==> src/rtl/clk_gen_multi.sv <==
// clk_gen_multi: multi-channel programmable clock/tick generator with off, free-run and counted-burst modes
//
// Ports:
//   clk          system clock
//   reset        synchronous, active-high reset
//   cfg_we       one-cycle write strobe; loads and restarts channel cfg_ch
//   cfg_ch       target channel (values >= NUM_CH are ignored)
//   cfg_mode     0 off, 1 free-run, 2 burst, 3 reserved (off)
//   cfg_divider  period in clk cycles (values below 2 act as 2)
//   cfg_high     high-phase length (0 selects 50% duty, clamped to 1..period-1)
//   cfg_pulse    burst length in output periods
//   out_enable   global enable; low forces clk_o/tick_o to 0 from the next cycle
//   sync_i       (CLK_GEN_PHASE_SYNC_EN only) restarts the period of every running channel
//   clk_o        registered divided clock level per channel
//   tick_o       one-cycle pulse at the start of each output period
//   busy_o       channel running
//   done_o       one-cycle pulse when a burst completes
//
// Build option: define CLK_GEN_PHASE_SYNC_EN to add the sync_i phase alignment input.
module clk_gen_multi #(
    parameter int NUM_CH       = 2,
    parameter int COUNTER_BITS = 32,
    parameter int PULSE_BITS   = 32,
    parameter int CH_BITS      = 1
) (
    input  logic                    clk,
    input  logic                    reset,
    input  logic                    cfg_we,
    input  logic [CH_BITS-1:0]      cfg_ch,
    input  logic [1:0]              cfg_mode,
    input  logic [COUNTER_BITS-1:0] cfg_divider,
    input  logic [COUNTER_BITS-1:0] cfg_high,
    input  logic [PULSE_BITS-1:0]   cfg_pulse,
    input  logic                    out_enable,
`ifdef CLK_GEN_PHASE_SYNC_EN
    input  logic                    sync_i,
`endif
    output logic [NUM_CH-1:0]       clk_o,
    output logic [NUM_CH-1:0]       tick_o,
    output logic [NUM_CH-1:0]       busy_o,
    output logic [NUM_CH-1:0]       done_o
);
    logic                    sync;
    logic [COUNTER_BITS-1:0] div_w;
    logic [COUNTER_BITS-1:0] high_w;
    logic                    go;
    logic                    bst_w;

`ifdef CLK_GEN_PHASE_SYNC_EN
    assign sync = sync_i;
`else
    assign sync = 1'b0;
`endif

    // Effective period and high phase are resolved once, at write time.
    always_comb begin
        div_w  = (cfg_divider < COUNTER_BITS'(2)) ? COUNTER_BITS'(2) : cfg_divider;
        high_w = (cfg_high == '0) ? (div_w >> 1)
               : (cfg_high > div_w - COUNTER_BITS'(1)) ? div_w - COUNTER_BITS'(1) : cfg_high;
    end

    // A zero-length burst never starts; it only reports completion.
    assign bst_w = cfg_mode == 2'd2;
    assign go    = cfg_mode == 2'd1 || (bst_w && cfg_pulse != '0);

    for (genvar i = 0; i < NUM_CH; i++) begin : g_ch
        logic                    sel;
        logic                    run;
        logic                    burst;
        logic [COUNTER_BITS-1:0] cnt;
        logic [COUNTER_BITS-1:0] div;
        logic [COUNTER_BITS-1:0] high;
        logic [PULSE_BITS-1:0]   rem;
        logic                    lvl;
        logic                    tck;
        logic                    bsy;
        logic                    dn;
        logic                    wrap;
        logic                    stop;
        logic [COUNTER_BITS-1:0] cnt_n;

        assign sel = cfg_we && cfg_ch == CH_BITS'(i);

        // A sync request is treated exactly like a natural period wrap.
        always_comb begin
            wrap  = cnt == div - COUNTER_BITS'(1) || sync;
            stop  = run && burst && rem == '0 && wrap;
            cnt_n = wrap ? '0 : cnt + COUNTER_BITS'(1);
        end

        always_ff @(posedge clk) begin
            if (reset) begin
                run   <= 1'b0;
                burst <= 1'b0;
                cnt   <= '0;
                div   <= '0;
                high  <= '0;
                rem   <= '0;
                lvl   <= 1'b0;
                tck   <= 1'b0;
                bsy   <= 1'b0;
                dn    <= 1'b0;
            end else if (sel) begin
                run   <= go;
                burst <= go && bst_w;
                cnt   <= '0;
                div   <= div_w;
                high  <= high_w;
                rem   <= cfg_pulse - PULSE_BITS'(1);
                lvl   <= go && out_enable;
                tck   <= go && out_enable;
                bsy   <= go;
                dn    <= bst_w && !go;
            end else if (run && !stop) begin
                cnt   <= cnt_n;
                rem   <= (burst && wrap) ? rem - PULSE_BITS'(1) : rem;
                lvl   <= (cnt_n < high) && out_enable;
                tck   <= wrap && out_enable;
                bsy   <= 1'b1;
                dn    <= 1'b0;
            end else begin
                run   <= 1'b0;
                burst <= 1'b0;
                lvl   <= 1'b0;
                tck   <= 1'b0;
                bsy   <= 1'b0;
                dn    <= stop;
            end
        end

        assign clk_o[i]  = lvl;
        assign tick_o[i] = tck;
        assign busy_o[i] = bsy;
        assign done_o[i] = dn;
    end
endmodule

==> config.mk <==
export PLATFORM = sky130hd
export DESIGN_NAME = clk_gen_multi
export DESIGN_NICKNAME = d
export VERILOG_FILES = /design/src/rtl/clk_gen_multi.sv
export SDC_FILE = /design/constraint.sdc
export NUM_CORES = 1
export LEC_CHECK = 0
export BUFFER_PORTS_ARGS = -buffer_cell sky130_fd_sc_hd__buf_2
export CAP_MARGIN = 5
export CORE_MARGIN = 4
export CORE_UTILIZATION = 63
export DETAILED_ROUTE_END_ITERATION = 8
export HOLD_SLACK_MARGIN = 0.03
export PLACE_DENSITY = 0.92
export SYNTH_ARGS = -nofsm -noshare
export SYNTH_HDL_FRONTEND = slang
export SYNTH_SLANG_ARGS = --single-unit
==> constraint.sdc <==
create_clock -name clk -period 8.2 [get_ports clk]
set_input_delay 0.82 -clock clk [delete_from_list [all_inputs] [get_ports clk]]
set_output_delay 0.82 -clock clk [all_outputs]
set_load 0.01 [all_outputs]
Yosys cells after proc, flatten, opt, wreduce, memory -nomap -nowiden
Index checks and enable logic that the tools add are counted.
Word-level totals
  register bits after elaboration: 268
  latch bits: 0
  memory bits (writable): 0
  bits in read-only memories: 0
  input port bits: 103
  output and inout port bits: 8
  word-level logic and storage cells: 108
  memories: 0
Operators by class
  add/sub/neg operators: 8
  multiply operators: 0
  divide/modulo/power cells: 0
  order comparisons: 4
  eq/ne operators: 6
  shift-type cells: 0
  mux-type cells: 33
  bitwise gates (word level): 1
  reductions and logical operators: 36
Operator list (count)
  $mux 32: 11
  $sub 32x1->32 const B: 6
  $logic_not 32->1: 3
  $add 32x1->32 const B: 2
  $eq 32x32->1: 2
  $lt 32x32->1: 2
  $gt 32x32->1: 1
  $lt 32x2->1 const B: 1
  $reduce_bool 32->1: 1
  $mux 1: 22
  $logic_and 1x1->1: 20
  $reduce_bool 2->1: 4
  $ne 2x2->1 const B: 2
  $reduce_and 2->1: 2
  $reduce_or 2->1: 2
  $logic_not 1->1: 3
  $eq 2x1->1 const B: 1
  $eq 2x2->1 const B: 1
  $logic_or 1x1->1: 1
  $not 1->1: 1

Longest topological paths before layout
Gate-level depths: netlist of run 1.
  word-level depth: 7
  depth in mapped cells: 23
  gate-level depth less buffers: 21

Worst setup path after synthesis of run 1
No wires, ideal clock.
  path type: input-to-reg
  start point: input cfg_divider[25]
  end point: register g_ch[1].high[13]
  arrival: 6.445 ns
  data required time: 8.063 ns
  slack: 1.618 ns
  cell stages on the path: 22
  path buffers: 2
  path through: clkbuf_1 or4_1 or4_1 nor4_1 nand2b_1 ha_1 nor3b_1 nand4_1 nand2b_1 nor2_1 nand2_1 xor2_1 ha_1 a21o_1 a2111oi_0 nor3_1 or4_1 nand3_1 clkbuf_1 nor3_1 a221oi_1 a211oi_1
Between the ends
  word-level cells in the longest chain between the ends: 6
Ends and longest elaborated chain
  from (decl): line 31  | input logic [COUNTER_BITS-1:0] cfg_divider,
  $lt 32x2->1: line 57  | div_w = (cfg_divider < COUNTER_BITS'(2)) ? COUNTER_BITS'(2) : cfg_divider;
  $mux 32 (*): line 57
  $sub 32x1->32: line 59  | : (cfg_high > div_w - COUNTER_BITS'(1)) ? div_w - COUNTER_BITS'(1) : cfg_high;
  $gt 32x32->1: line 59
  $mux 32: line 59
  $mux 32 (*): line 58  | high_w = (cfg_high == '0) ? (div_w >> 1)
  to (signal assigned): line 108  | high <= high_w;
  to (decl): line 72  | logic [COUNTER_BITS-1:0] high;
Every way passes the cells marked *; elsewhere a longest branch is shown, timed or not.
A chain may end at the register's enable or synchronous reset.

Worst setup path in the final report of run 1
  start point: input cfg_divider[26]
  end point: register g_ch[0].high[18]
Between the ends
  word-level cells in the longest chain between the ends: 6
Ends and longest elaborated chain (line)
  $lt 32x2->1: 57
  $mux 32 (*): 57
  $sub 32x1->32: 59
  $gt 32x32->1: 59
  $mux 32: 59
  $mux 32 (*): 58
  to (signal assigned): 108
  to (decl): 72
Marks and branches as above.

==> metrics.txt, run 1 <==
nets@finish ~2800; CP Class in2reg; min Tclk post-route approximately 7.0 ns; Max clock buf depth 3; Post-Route WL around 65000 um; Reg area ~0.0054 mm^2; number of global-route vias before repair a little under 20000; DRC viols 0; CTS Buf Count 30; CTS resizes 0; drt first-iter violations approximately 2200; Root Driver clkbuf_16; gr usage total 0.368; placed wire-length estimate ~48000 um; max cap viols 0; final slew viol count 0; area of the multi-input gates between 0.01 and 0.015 mm^2; Crit path max-delay family simple AND/OR/NAND/NOR gates; CTS H-tree lvls 1; most frequent cells in the layout 269 x nand2_1, 268 x dfxtp_1, 254 x nor2_1; largest net degree at the start of global routing 101; Synth Register Bits about 270; Synthesized Nets 2823; Seq/Total Area, Yosys 0.274; worst path required time 8.59 ns; fin util 0.691; Critical Path AT 7.38 ns; CTS Hold Bufs 0; slowest CP cell or4_1; Max Clk Rate around 140 MHz; clock slew at reported path FFs around 0.060 ns; CP Launch Type input port; Post-synth EDFFs 0; Synthesis Warnings 0; Post-Syn Area about 0.020 mm^2; CTS tree yes; DRT Pass-1 Iters 6; final setup vio count 0; postcts setup bufs 0; slowest stage delay, CP between 0.6 and 0.7 ns; final hold vios 0; RSZ-0062 raised after global routing false; setup_tns 0 ns; Buffers & Inverters on Critical Path 3; Core ar. ~0.031 mm^2; IO buf count between 100 and 150; crit-path most repeated cell or4_1; Crit. End Element register; Leakage ~8 nW; # clock sinks 268; Power Density between 150 and 200 mW/mm^2; Synth Instances 2618; status complete, no violations; distinct cell type count after synthesis a little under 80; placer congestion estimate 1.05; number of fill cells in the layout ~2600; Die Area 0.0340 mm^2; starting density of the core 0.640; via/cell ratio just under 7; clk_skew 0.0173 ns; HP Class reg2reg; first-pass GRT wire length a little over 100000 um; Top FF cell, synth dfxtp_1; Routed Antenna Nets 0; CP max FO 37; total power 3.56 mW; Clock Latency Late Sink ~0.57 ns; post-synthesis async set-or-reset flop share 0; drt wl/cell roughly 22 um; Die Width ~180 um; commonest non-fill, non-tap cell in the layout nand2_1; crit share post-route 0.853; Hold WS about 0.48 ns; row count between 60 and 70; normalized max-slew margin 0.255; share of cells above drive strength 1 0.0907; initial antenna violation count 10; maximum vdd drop around 160 uV; crit-path cells buf_2 -> or4_1 -> or4_1 -> nor4_1 -> buf_4 -> nand2b_1 -> ha_1 -> nor3b_1 -> nand4_1 -> nand2b_1 -> nor2_1 -> nand2_1 -> xor2_1 -> ha_1 -> a21o_1 -> a2111oi_0 -> nor3_1 -> or4_1 -> nand3_2 -> buf_12 -> nor3_1 -> a221oi_1 -> a211oi_1; via count slightly above 20000; synthesized area per cell approximately 7.5 um^2; Die Height between 150 and 200 um; total congestion overflow 0; worst-margin pin slew 1.11 ns; Layout area overhead 7.95%; Top-Level Pins roughly 110
[area by class of cell]
| class | count | area share |
|---|---|---|
| clock buffer | 36 | 0.0385 |
| clock inverter | 18 | 0.00982 |
| antenna | 7 | 0.000829 |
| multi-input combinational | 2060 | 0.623 |
| timing repair buffer | 131 | 0.0344 |
| sequential | 268 | 0.254 |
| tap | 396 | 0.0234 |
| inverter | 90 | 0.0160 |
[power breakdown]
group | internal [mW] | switching (mW) | total, mW
clock | 0.833 | 0.590 | 1.42
combinational | 0.253 | 0.452 | 0.705
sequential | 1.36 | 0.0723 | 1.44
[worst min-delay path, delay by kind of cell (launching register included)]
kind               cells  cell delay, ns
AOI/OAI and AO/OA      1            0.05
and+or+nand+nor        1            0.06
DFF                    1            0.32
[final timing paths]
check | end | slack [ns] | start | cells after the start
setup / recovery | g_ch[0].high[18]$_SDFFE_PP0P_ | 1.21 | cfg_divider[26] | 23
hold / removal | g_ch[1].div[31]$_SDFFE_PP0P_ | 0.48 | g_ch[1].div[31]$_SDFFE_PP0P_ | 2
setup reg to reg | g_ch[1].lvl$_SDFF_PP0_ | 1.58 | g_ch[1].div[9]$_SDFFE_PP0P_ | 18
hold reg to reg | g_ch[1].div[31]$_SDFFE_PP0P_ | 0.48 | g_ch[1].div[31]$_SDFFE_PP0P_ | 2
[through the flow]
stage | instances | area, um^2 | setup slack [ns]
floorplan | 2618 | 19600 | 1.62
detailed placement | 2945 | 20100 | 0.795
finish | 3006 | 21100 | 1.21
global placement | 2945 | 20100 | 0.927
global route | 3001 | 21100 | 0.715
CTS | 2999 | 21100 | 1.35
[cell usage after synthesis, types with 32 or more instances]
cell type	count	area (um^2)
nand2b_1	32	200
ha_1	102	1280
nand4_1	46	288
nor4_1	95	594
nand2_1	270	1010
or4_1	49	368
xnor2_1	92	806
clkbuf_1	164	616
dfxtp_1	268	5370
a21o_1	62	465
xor2_1	81	709
a21oi_1	169	846
inv_1	90	338
nor2_1	257	965
nor3_1	127	636
or3_1	64	400
nand3_1	103	515
a311oi_1	34	298
a211oi_1	84	631
o21ai_0	43	215
[cell families after synthesis]
kind of cell,after synthesis,synth area share
flip-flops,268,0.274
AND/OR/NAND/NOR,1203,0.318
multiplexers,11,0.00581
XOR/XNOR,173,0.0774
buffers and inverters,290,0.0586
adder cells (fa/ha/maj),102,0.0652
AO/OA/AOI/OAI,571,0.201
[per-layer routing]
| metal | vias up | global-route usage | wire length, um | part of all wire |
|---|---|---|---|---|
| met4 | 12 | 0.204 | 4350 | 0.067 |
| met1 | 9782 | 0.465 | 24900 | 0.38 |
| met3 | 224 | 0.0584 | 5670 | 0.088 |
| met2 | 1052 | 0.602 | 29700 | 0.46 |
| met5 | - | 0 | 91 | 0.0014 |
| li1 | 9562 | - | - | - |
[state kept, by name, indices dropped and copies added (netlist names)]
name and flops:
g_ch.div 64, g_ch.bsy 2, g_ch.rem 64, g_ch.cnt 64
g_ch.run 2, g_ch.tck 2, g_ch.dn 2, g_ch.high 64
g_ch.burst 2, g_ch.lvl 2
Note: power is estimated with default switching activity, not from simulation.
==> run 2, diff against run 1 <==
==> constraint.sdc (replaced) <==
create_clock -name clk -period 8.2 [get_ports clk]
set_input_delay 1.23 -clock clk [delete_from_list [all_inputs] [get_ports clk]]
set_output_delay 1.23 -clock clk [all_outputs]
set_load 0.01 [all_outputs]
==> metrics.txt, run 2 (synthesis gave the netlist of run 1 again) <==
status complete, no violations; share of cells above drive strength 1 0.0898 (-0.000837); Leakage 7.98 nW (about the same); min Tclk post-route 7.53 ns (+0.543 ns); CTS Hold Bufs 0 (unchanged); fin util 0.690 (-0.00151); first-pass GRT wire length 100000 um (-1.5%); clock slew at reported path FFs 0.06 ns (about the same); Max clock buf depth 3 (unchanged); worst path required time 8.60 ns (about the same); normalized max-slew margin 0.178 (-0.0773); Power Density 167 mW/mm^2 (-0.91%); max cap viols 0 (unchanged); worst-margin pin slew 1.22 ns (+0.110 ns); total congestion overflow 0 (unchanged); Top-Level Pins 111 (unchanged); CTS Buf Count 31 (+3.3%); RSZ-0062 raised after global routing false; CTS resizes 0 (unchanged); via count 20500 (-0.76%); Routed Antenna Nets 0 (unchanged); via/cell ratio 6.81 (-0.76%); postcts setup bufs 0 (unchanged); reg2reg setup slack 1.56 ns (-0.02 ns); Post-Route WL 64700 um (about the same); Die Area 0.0340 mm^2 (unchanged); commonest non-fill, non-tap cell in the layout nand2_1; initial antenna violation count 13 (+3); Crit. End Element register; CP Class in2reg; drt wl/cell 21.5 um (about the same); placer congestion estimate 1.03 (-1.8%); HP Class reg2reg; placed wire-length estimate 48200 um (+0.65%); CTS H-tree lvls 1 (unchanged); final hold vios 0 (unchanged); row count 64 (unchanged); CTS tree yes; Routed met3 length 5310 um (-6.5%); # clock sinks 268 (unchanged); nets@finish 2788 (+0.072%); Die Height 184 um (unchanged); Layout area overhead 7.72%; CP max FO 37 (unchanged); starting density of the core 0.640 (unchanged); gr usage total 0.365 (-0.00328); setup_tns 0 ns (unchanged); maximum vdd drop 193 uV (+19%); largest net degree at the start of global routing 99 (-2.0%); DR WL met2 29300 um (-1.3%); Max Clk Rate 133 MHz (-7.2%); final slew viol count 0 (unchanged); most frequent cells in the layout 269 x nand2_1, 268 x dfxtp_1, 254 x nor2_1; drt first-iter violations 1960 (-9.2%); Clock Latency Late Sink 0.58 ns (about the same); DRC viols 0 (unchanged); Core ar. 0.0306 mm^2 (unchanged); final setup vio count 0 (unchanged); highest metal used met5; Root Driver clkbuf_16; crit share post-route 0.919 (+0.0662); clk_skew 0.0228 ns (+0.00546 ns); routed length on met1 25200 um (+0.98%); number of global-route vias before repair 19200 (-1.2%); Die Width 184 um (unchanged); CP Launch Type input port; DRT Pass-1 Iters 6 (unchanged); Critical Path AT 7.93 ns (+0.55 ns); IO buf count 110 (unchanged)
-- run 2: changes by cell type in the layout (fill, tap and decap cells not counted), moves of 2 or more --
cell        delta
clkbuf_1       +3
inv_6          -2
diode_2        -2
clkinv_2       +2
clkinvlp_4     -2
-- run 2: path summary, 6_finish.rpt --
kind | from | end | depth (start not counted)
hold reg to reg | g_ch[1].div[31]$_SDFFE_PP0P_ | g_ch[1].div[31]$_SDFFE_PP0P_ | 2
setup / recovery | cfg_divider[26] | g_ch[1].high[5]$_SDFFE_PP0P_ | 23
hold / removal | g_ch[1].div[31]$_SDFFE_PP0P_ | g_ch[1].div[31]$_SDFFE_PP0P_ | 2
setup reg to reg | g_ch[1].div[4]$_SDFFE_PP0P_ | g_ch[1].lvl$_SDFF_PP0_ | 18
-- run 2: power breakdown --
group / internal [mW] / switching [mW] / total (mW) / leakage [nW]
combinational: 0.254 / 0.450 / 0.704 / 5.30
clock: 0.801 / 0.582 / 1.38 / 0.489
sequential: 1.36 / 0.0722 / 1.44 / 2.19
total: 2.42 / 1.10 / 3.52 / 7.98
-- run 2: final cells by class --
cell class,instances,area [um^2]
clock inverter,16,164
sequential,268,5370
tap,396,495
clock buffer,39,826
fill,2579,9500
multi-input combinational,2060,13200
antenna,5,12.5
inverter,90,338
timing repair buffer,132,734
-- run 2: routing by layer --
| layer | global-route usage | up-vias |
|---|---|---|
| met5 | 0 | - |
| met1 | 0.450 | 9598 |
| met4 | 0.227 | 18 |
| met2 | 0.595 | 1026 |
| li1 | - | 9566 |
| met3 | 0.0618 | 267 |
-- run 2: through the flow --
stage | std cells | power (mW) | setup slack [ns] | cell area, um^2 | hold WS [ns]
2_1_floorplan | 2618 | 1.92 | 1.21 | 19600 | 0.449
3_5_place_dp | 2946 | 2.14 | 0.312 | 20100 | 0.467
5_1_grt | 3004 | 3.65 | 0.310 | 21100 | 0.496
6_report | 3006 | 3.52 | 0.666 | 21100 | 0.479
3_3_place_gp | 2946 | 2.12 | 0.611 | 20100 | 0.462
4_1_cts | 3001 | 3.51 | 0.854 | 21100 | 0.475
-- run 2: worst max-delay path, cell delays in order --
cell       delay (ns)
buf_2            0.15
or4_1            0.61
or4_1            0.52
nor4_1           0.35
buf_4            0.21
nand2b_1         0.24
ha_1             0.24
nor3b_1          0.30
nand4_1          0.28
nand2b_1         0.31
nor2_1           0.30
nand2_1          0.11
xor2_1           0.23
ha_1             0.30
a21o_1           0.16
a2111oi_0        0.65
nor3_1           0.12
or4_1            0.46
nand3_2          0.32
buf_12           0.26
nor3_1           0.07
a221oi_1         0.36
a211oi_1         0.14
